==> src/rtl/pll_reset_sequencer.sv <==
// Lock-qualified reset sequencer: synchronises and filters the PLL lock flag, then
// releases NUM_CHANNELS active-low domain resets in a staggered order.
module pll_reset_sequencer #(
    parameter int NUM_CHANNELS       = 3,
    parameter int LOCK_STABLE_CYCLES = 16,
    parameter int STAGGER_CYCLES     = 4,
    parameter int SYNC_STAGES        = 2,
    parameter int CNT_WIDTH          = 8
) (
    input  logic                    clock_in,
    input  logic                    reset_n,
    input  logic                    locked,
    input  logic                    sw_reset_req,
    output logic [NUM_CHANNELS-1:0] rst_n_out,
    output logic                    ready,
    output logic [1:0]              state_o,
    output logic [CNT_WIDTH-1:0]    loss_count
);

    localparam int LAST_STG = (NUM_CHANNELS - 1) * STAGGER_CYCLES;
    localparam int STG_W    = $clog2(LAST_STG + 2);
    localparam int STB_W    = $clog2(LOCK_STABLE_CYCLES + 1);

    typedef enum logic [1:0] {
        WAIT_LOCK = 2'd0,
        STABLE    = 2'd1,
        RELEASE   = 2'd2,
        RUN       = 2'd3
    } state_e;

    state_e                  state_q, state_d;
    logic [SYNC_STAGES-1:0]  sync_q;
    logic                    lock_sync_s;
    logic [STB_W-1:0]        stb_q, stb_d;
    logic [STG_W-1:0]        stg_q, stg_d, stg_inc_s;
    logic [NUM_CHANNELS-1:0] rst_q, rst_d;
    logic                    ready_q, ready_d;
    logic [CNT_WIDTH-1:0]    loss_q, loss_d;

    function automatic logic [CNT_WIDTH-1:0] sat_inc(input logic [CNT_WIDTH-1:0] v);
        if (&v) begin
            return v;
        end else begin
            return v + CNT_WIDTH'(1);
        end
    endfunction

    assign lock_sync_s = sync_q[SYNC_STAGES-1];

    // Lock flag synchroniser shift register.
    always_ff @(posedge clock_in or negedge reset_n) begin
        if (!reset_n) begin
            sync_q <= {SYNC_STAGES{1'b0}};
        end else begin
            sync_q <= {sync_q[SYNC_STAGES-2:0], locked};
        end
    end

    // Sequencer state, counters and registered outputs.
    always_ff @(posedge clock_in or negedge reset_n) begin
        if (!reset_n) begin
            state_q <= WAIT_LOCK;
            stb_q   <= {STB_W{1'b0}};
            stg_q   <= {STG_W{1'b0}};
            rst_q   <= {NUM_CHANNELS{1'b0}};
            ready_q <= 1'b0;
            loss_q  <= {CNT_WIDTH{1'b0}};
        end else begin
            state_q <= state_d;
            stb_q   <= stb_d;
            stg_q   <= stg_d;
            rst_q   <= rst_d;
            ready_q <= ready_d;
            loss_q  <= loss_d;
        end
    end

    // Next-state logic; lock loss outranks a software request.
    always_comb begin
        state_d   = state_q;
        stb_d     = stb_q;
        stg_d     = stg_q;
        rst_d     = rst_q;
        ready_d   = ready_q;
        loss_d    = loss_q;
        stg_inc_s = stg_q + STG_W'(1);
        case (state_q)
            WAIT_LOCK: begin
                stb_d = {STB_W{1'b0}};
                if (lock_sync_s) begin
                    state_d = STABLE;
                end else begin
                    state_d = WAIT_LOCK;
                end
            end
            STABLE: begin
                if (!lock_sync_s) begin
                    state_d = WAIT_LOCK;
                    stb_d   = {STB_W{1'b0}};
                end else if (sw_reset_req) begin
                    stb_d = {STB_W{1'b0}};
                end else if (stb_q == STB_W'(LOCK_STABLE_CYCLES - 1)) begin
                    state_d  = RELEASE;
                    stb_d    = {STB_W{1'b0}};
                    stg_d    = {STG_W{1'b0}};
                    rst_d[0] = 1'b1;
                end else begin
                    stb_d = stb_q + STB_W'(1);
                end
            end
            RELEASE, RUN: begin
                if (!lock_sync_s) begin
                    state_d = WAIT_LOCK;
                    stb_d   = {STB_W{1'b0}};
                    stg_d   = {STG_W{1'b0}};
                    rst_d   = {NUM_CHANNELS{1'b0}};
                    ready_d = 1'b0;
                    loss_d  = sat_inc(loss_q);
                end else if (sw_reset_req) begin
                    state_d = STABLE;
                    stb_d   = {STB_W{1'b0}};
                    stg_d   = {STG_W{1'b0}};
                    rst_d   = {NUM_CHANNELS{1'b0}};
                    ready_d = 1'b0;
                end else if (state_q == RUN) begin
                    state_d = RUN;
                end else if (stg_q == STG_W'(LAST_STG)) begin
                    state_d = RUN;
                    ready_d = 1'b1;
                end else begin
                    stg_d = stg_inc_s;
                    // Channel k opens when the stagger count lands on k*STAGGER_CYCLES.
                    for (int k = 1; k < NUM_CHANNELS; k++) begin
                        rst_d[k] = rst_q[k] | (stg_inc_s == STG_W'(k * STAGGER_CYCLES));
                    end
                end
            end
            default: begin
                state_d = WAIT_LOCK;
                stb_d   = {STB_W{1'b0}};
                stg_d   = {STG_W{1'b0}};
                rst_d   = {NUM_CHANNELS{1'b0}};
                ready_d = 1'b0;
            end
        endcase
    end

    assign rst_n_out  = rst_q;
    assign ready      = ready_q;
    assign state_o    = state_q;
    assign loss_count = loss_q;

endmodule

==> config.mk <==
export PLATFORM = sky130hd
export DESIGN_NAME = pll_reset_sequencer
export DESIGN_NICKNAME = d
export VERILOG_FILES = /design/src/rtl/pll_reset_sequencer.sv
export SDC_FILE = /design/constraint.sdc
export NUM_CORES = 1
export LEC_CHECK = 0
export CORE_MARGIN = 10
export CORE_UTILIZATION = 35
export CTS_CLUSTER_DIAMETER = 150
export DETAILED_ROUTE_END_ITERATION = 7
export GPL_ROUTABILITY_DRIVEN = 0
export PLACE_DENSITY = 0.57
export SETUP_SLACK_MARGIN = 0.3
export SLEW_MARGIN = 20
export SYNTH_ARGS = -nofsm -noshare
export SYNTH_HDL_FRONTEND = slang
export SYNTH_SLANG_ARGS = --single-unit
==> constraint.sdc <==
create_clock -name clock_in -period 3.2 [get_ports clock_in]
set_input_delay 0.48 -clock clock_in [delete_from_list [all_inputs] [get_ports clock_in]]
set_output_delay 0.48 -clock clock_in [all_outputs]
set_load 0.005 [all_outputs]
==> impl_metrics.env <==
export IMPL_status="completed"
export IMPL_power_switching_uw=108
export IMPL_dr_total_vias=962
export IMPL_dr_pass1_iters=4
export IMPL_relSlewSlack_pct=49.0
export IMPL_drv_slew=0
export IMPL_cts_made_buffers=3
export IMPL_antenna_cells=0
export IMPL_max_vdd_ir_drop_v=0.000168
export IMPL_grt_pass1_wl_um=4410
export IMPL_p_leak_uw=0.000638
export IMPL_ys_async_sr_fraction_pct=100
export IMPL_power_frac_comb_pct=5.0
export IMPL_switching_share_pct=22.2
export IMPL_grt_max_degree=27
export IMPL_worstPathRequired_ns=2.72
export IMPL_dpl_cell_count=180
export IMPL_max_cap_viol_count=0
export IMPL_clock_sinks=25
export IMPL_grt_usage_pct=8.35
export IMPL_die_w_um=80.3
export IMPL_synth_area_um2=1270
export IMPL_root_buffer="clkbuf_4"
export IMPL_clkTransAtPathRegs_ns=0.13
export IMPL_postCtsHoldBufs=0
export IMPL_postSynthAreaPerCell_um2=10.5
export IMPL_setup_tns_ns=0
export IMPL_wl_met2_um=1170
export IMPL_period_minus_slack_ns=2.32
export IMPL_powerDensity_nw_per_um2=324
export IMPL_cts_tree="yes"
export IMPL_synth_edf_count=0
export IMPL_yosys_warnings=0
export IMPL_yosys_most_used_dff="dfrtp_1"
export IMPL_critical_path_endpoint_type="output port"
export IMPL_ys_seq_area_share_pct=49.2
export IMPL_arrival_ns=1.84
export IMPL_criticalPathCategory="reg2out"
export IMPL_initial_core_util_pct=37.2
export IMPL_ys_seq_elements=25
export IMPL_ios=18
export IMPL_htree_levels=1
export IMPL_nets=147
export IMPL_timing_final_ws_setup_ns=0.882
export IMPL_cp_slowest_cell="dfrtp_1"
export IMPL_start_kind="flop"
export IMPL_drive_gt1_share_pct=8.70
export IMPL_cpPeakStageDelay_ns=0.86
export IMPL_finalHoldViolCount=0
export IMPL_p_clk_share_pct=28.6
export IMPL_insertion_delay_ns=0.31
export IMPL_cts_resized_gates=0
export IMPL_die_area_um2=6440
export IMPL_synthCells=121
export IMPL_finClkSkew_ns=0.00342
export IMPL_core_um2=3420
export IMPL_power_sequential_fraction_pct=66.3
export IMPL_drt_vias_per_instance=5.23
export IMPL_ant_nets=0
export IMPL_post_cts_setup_buffers=0
export IMPL_grt_setup_unrepaired="false"
export IMPL_pre_cts_ws_ns=1.17
export IMPL_cp_cell_sequence="clkdlybuf4s50_1"
export IMPL_hp_class="reg2reg"
export IMPL_cp_buffers_inverters=1
export IMPL_fin_crit_sh_pct=72.4
export IMPL_drt_initial_drc_count=77
export IMPL_met1_length_um=1250
export IMPL_wl_met3_um=152
export IMPL_grt_pass1_vias=960
export IMPL_die_h_um=80.3
export IMPL_dp_hpwl_um=1870
export IMPL_worst_slew_pin_slew_ns=0.765
export IMPL_syn2layout_area_growth_pct=18.0
export IMPL_internal_power_uw=378
export IMPL_antenna_found_initial=0
export IMPL_critical_path_top_delay_family="flip-flops"
export IMPL_syn_num_nets=129
export IMPL_gr_total_overflow=0
export IMPL_yosysUniqueCellTypes=39
export IMPL_highest_layer="met4"
export IMPL_setup_violations=0
export IMPL_fmax_mhz=431
export IMPL_rows=21
export IMPL_wirelength_um=2590
export IMPL_instances_no_fill=184
export IMPL_wl_per_cell_um=14.1
export IMPL_port_buffers=17
export IMPL_drc=0
export IMPL_clock_path_buffers=2
export IMPL_cp_max_fo=26
[flip-flops by register name, summed over array words and instances, names as in the netlist]
name	flops
loss_count	8
stb_q	5
stg_q	4
rst_n_out	3
state_o	2
sync_q	2
ready	1
[stage by stage]
stage	power (uW)	util (%)	cell area, um2	hold slack, ns
2_1_floorplan	340	-	1270	0.184
3_3_place_gp	353	43.2	1470	0.345
3_5_place_dp	353	43.2	1470	0.341
4_1_cts	493	43.9	1500	0.383
5_1_grt	512	43.9	1500	0.393
6_report	486	43.9	1500	0.380
[path summary, 6_finish.rpt]
path | startpoint | end | slack (ns) | cells after the start
setup reg to reg | state_o[1] | loss_count[7] | 1.46 | 4
min in group asynchronous | reset_n | rst_n_out[2] | 0.51 | 2
hold / removal | sync_q[0] | sync_q[1] | 0.38 | 0
max in group asynchronous | reset_n | sync_q[1] | 2.44 | 2
hold reg to reg | sync_q[0] | sync_q[1] | 0.38 | 0
setup / recovery | state_o[1] | state_o[1] | 0.88 | 1
[synthesized netlist by cell type, types with 2 or more instances]
cell type  instances  share of area (%)
a21boi_0           2                1.2
a21oi_1           14                5.5
a31oi_1            3                1.5
a41oi_1            3                2.1
buf_2              2               0.79
dfrtp_1           25                 49
ha_1               4                3.9
inv_1              5                1.5
mux2_2             2                1.8
mux2i_1            2                1.6
nand2_1            9                2.7
nand3_1            3                1.2
nand3_2            2                1.6
nor2_1            10                3.0
nor2b_1            4                2.0
o21a_1             3                1.8
o32ai_1            3                2.1
xnor2_1            4                2.8
[final cells by class]
cell class	instances	area, um2
clock buffer	4	26.3
multi-input combinational	86	594
timing repair buffer	18	178
fill	347	1920
inverter	5	18.8
sequential	25	626
tap	46	57.6
[kinds of logic after synthesis]
group	count (synthesis)	synth area share (%)
buffers and inverters	10	4.04
AO/OA/AOI/OAI	32	16.4
XOR/XNOR	4	2.76
multiplexers	4	3.35
AND/OR/NAND/NOR	42	20.3
adder cells (fa/ha/maj)	4	3.94
flip-flops	25	49.2
[cells in the final DEF (no fill, tap or decap)]
master and instances:
or3_1 1, nor2b_1 4, nand4_1 1, o311ai_1 1, ha_1 4, nor3b_1 1
o32ai_1 3, o21a_1 3, nand3_2 2, nor4b_4 1, xnor2_1 4, clkdlybuf4s50_1 17
buf_4 1, nand2b_1 1, nand2_1 9, and4_1 1, inv_1 5, a21boi_0 2
nand3_1 3, o2111ai_1 1, and4_4 1, and3_2 1, mux2_2 2, nand3b_1 1
and3_1 1, nor4b_1 1, o21ai_1 1, clkbuf_4 3, and2b_4 1, mux2i_1 2
clkbuf_1 1, and2b_1 1, a21oi_1 14, nor2_1 10, a22oi_1 1, and3b_1 1
a31oi_1 3, a41oi_1 3, dfrtp_1 25
[routing by layer]
| layer | up-vias | global-route usage (%) |
|---|---|---|
| met3 | 2 | 2.90 |
| met1 | 472 | 10.6 |
| met2 | 16 | 12.9 |
| met4 | 0 | 2.64 |
| li1 | 472 | - |
| met5 | - | 0 |
[power groups by stage]
stage               Combinational (uW)  Clock (uW)  Sequential (uW)
floorplan                         13.6           0              326
CTS                               25.3         146              322
detailed placement                25.3           0              328
finish                            24.4         139              322
global placement                  24.8           0              328
global route                      27.5         162              323
Power figures use the tool's default switching activity.
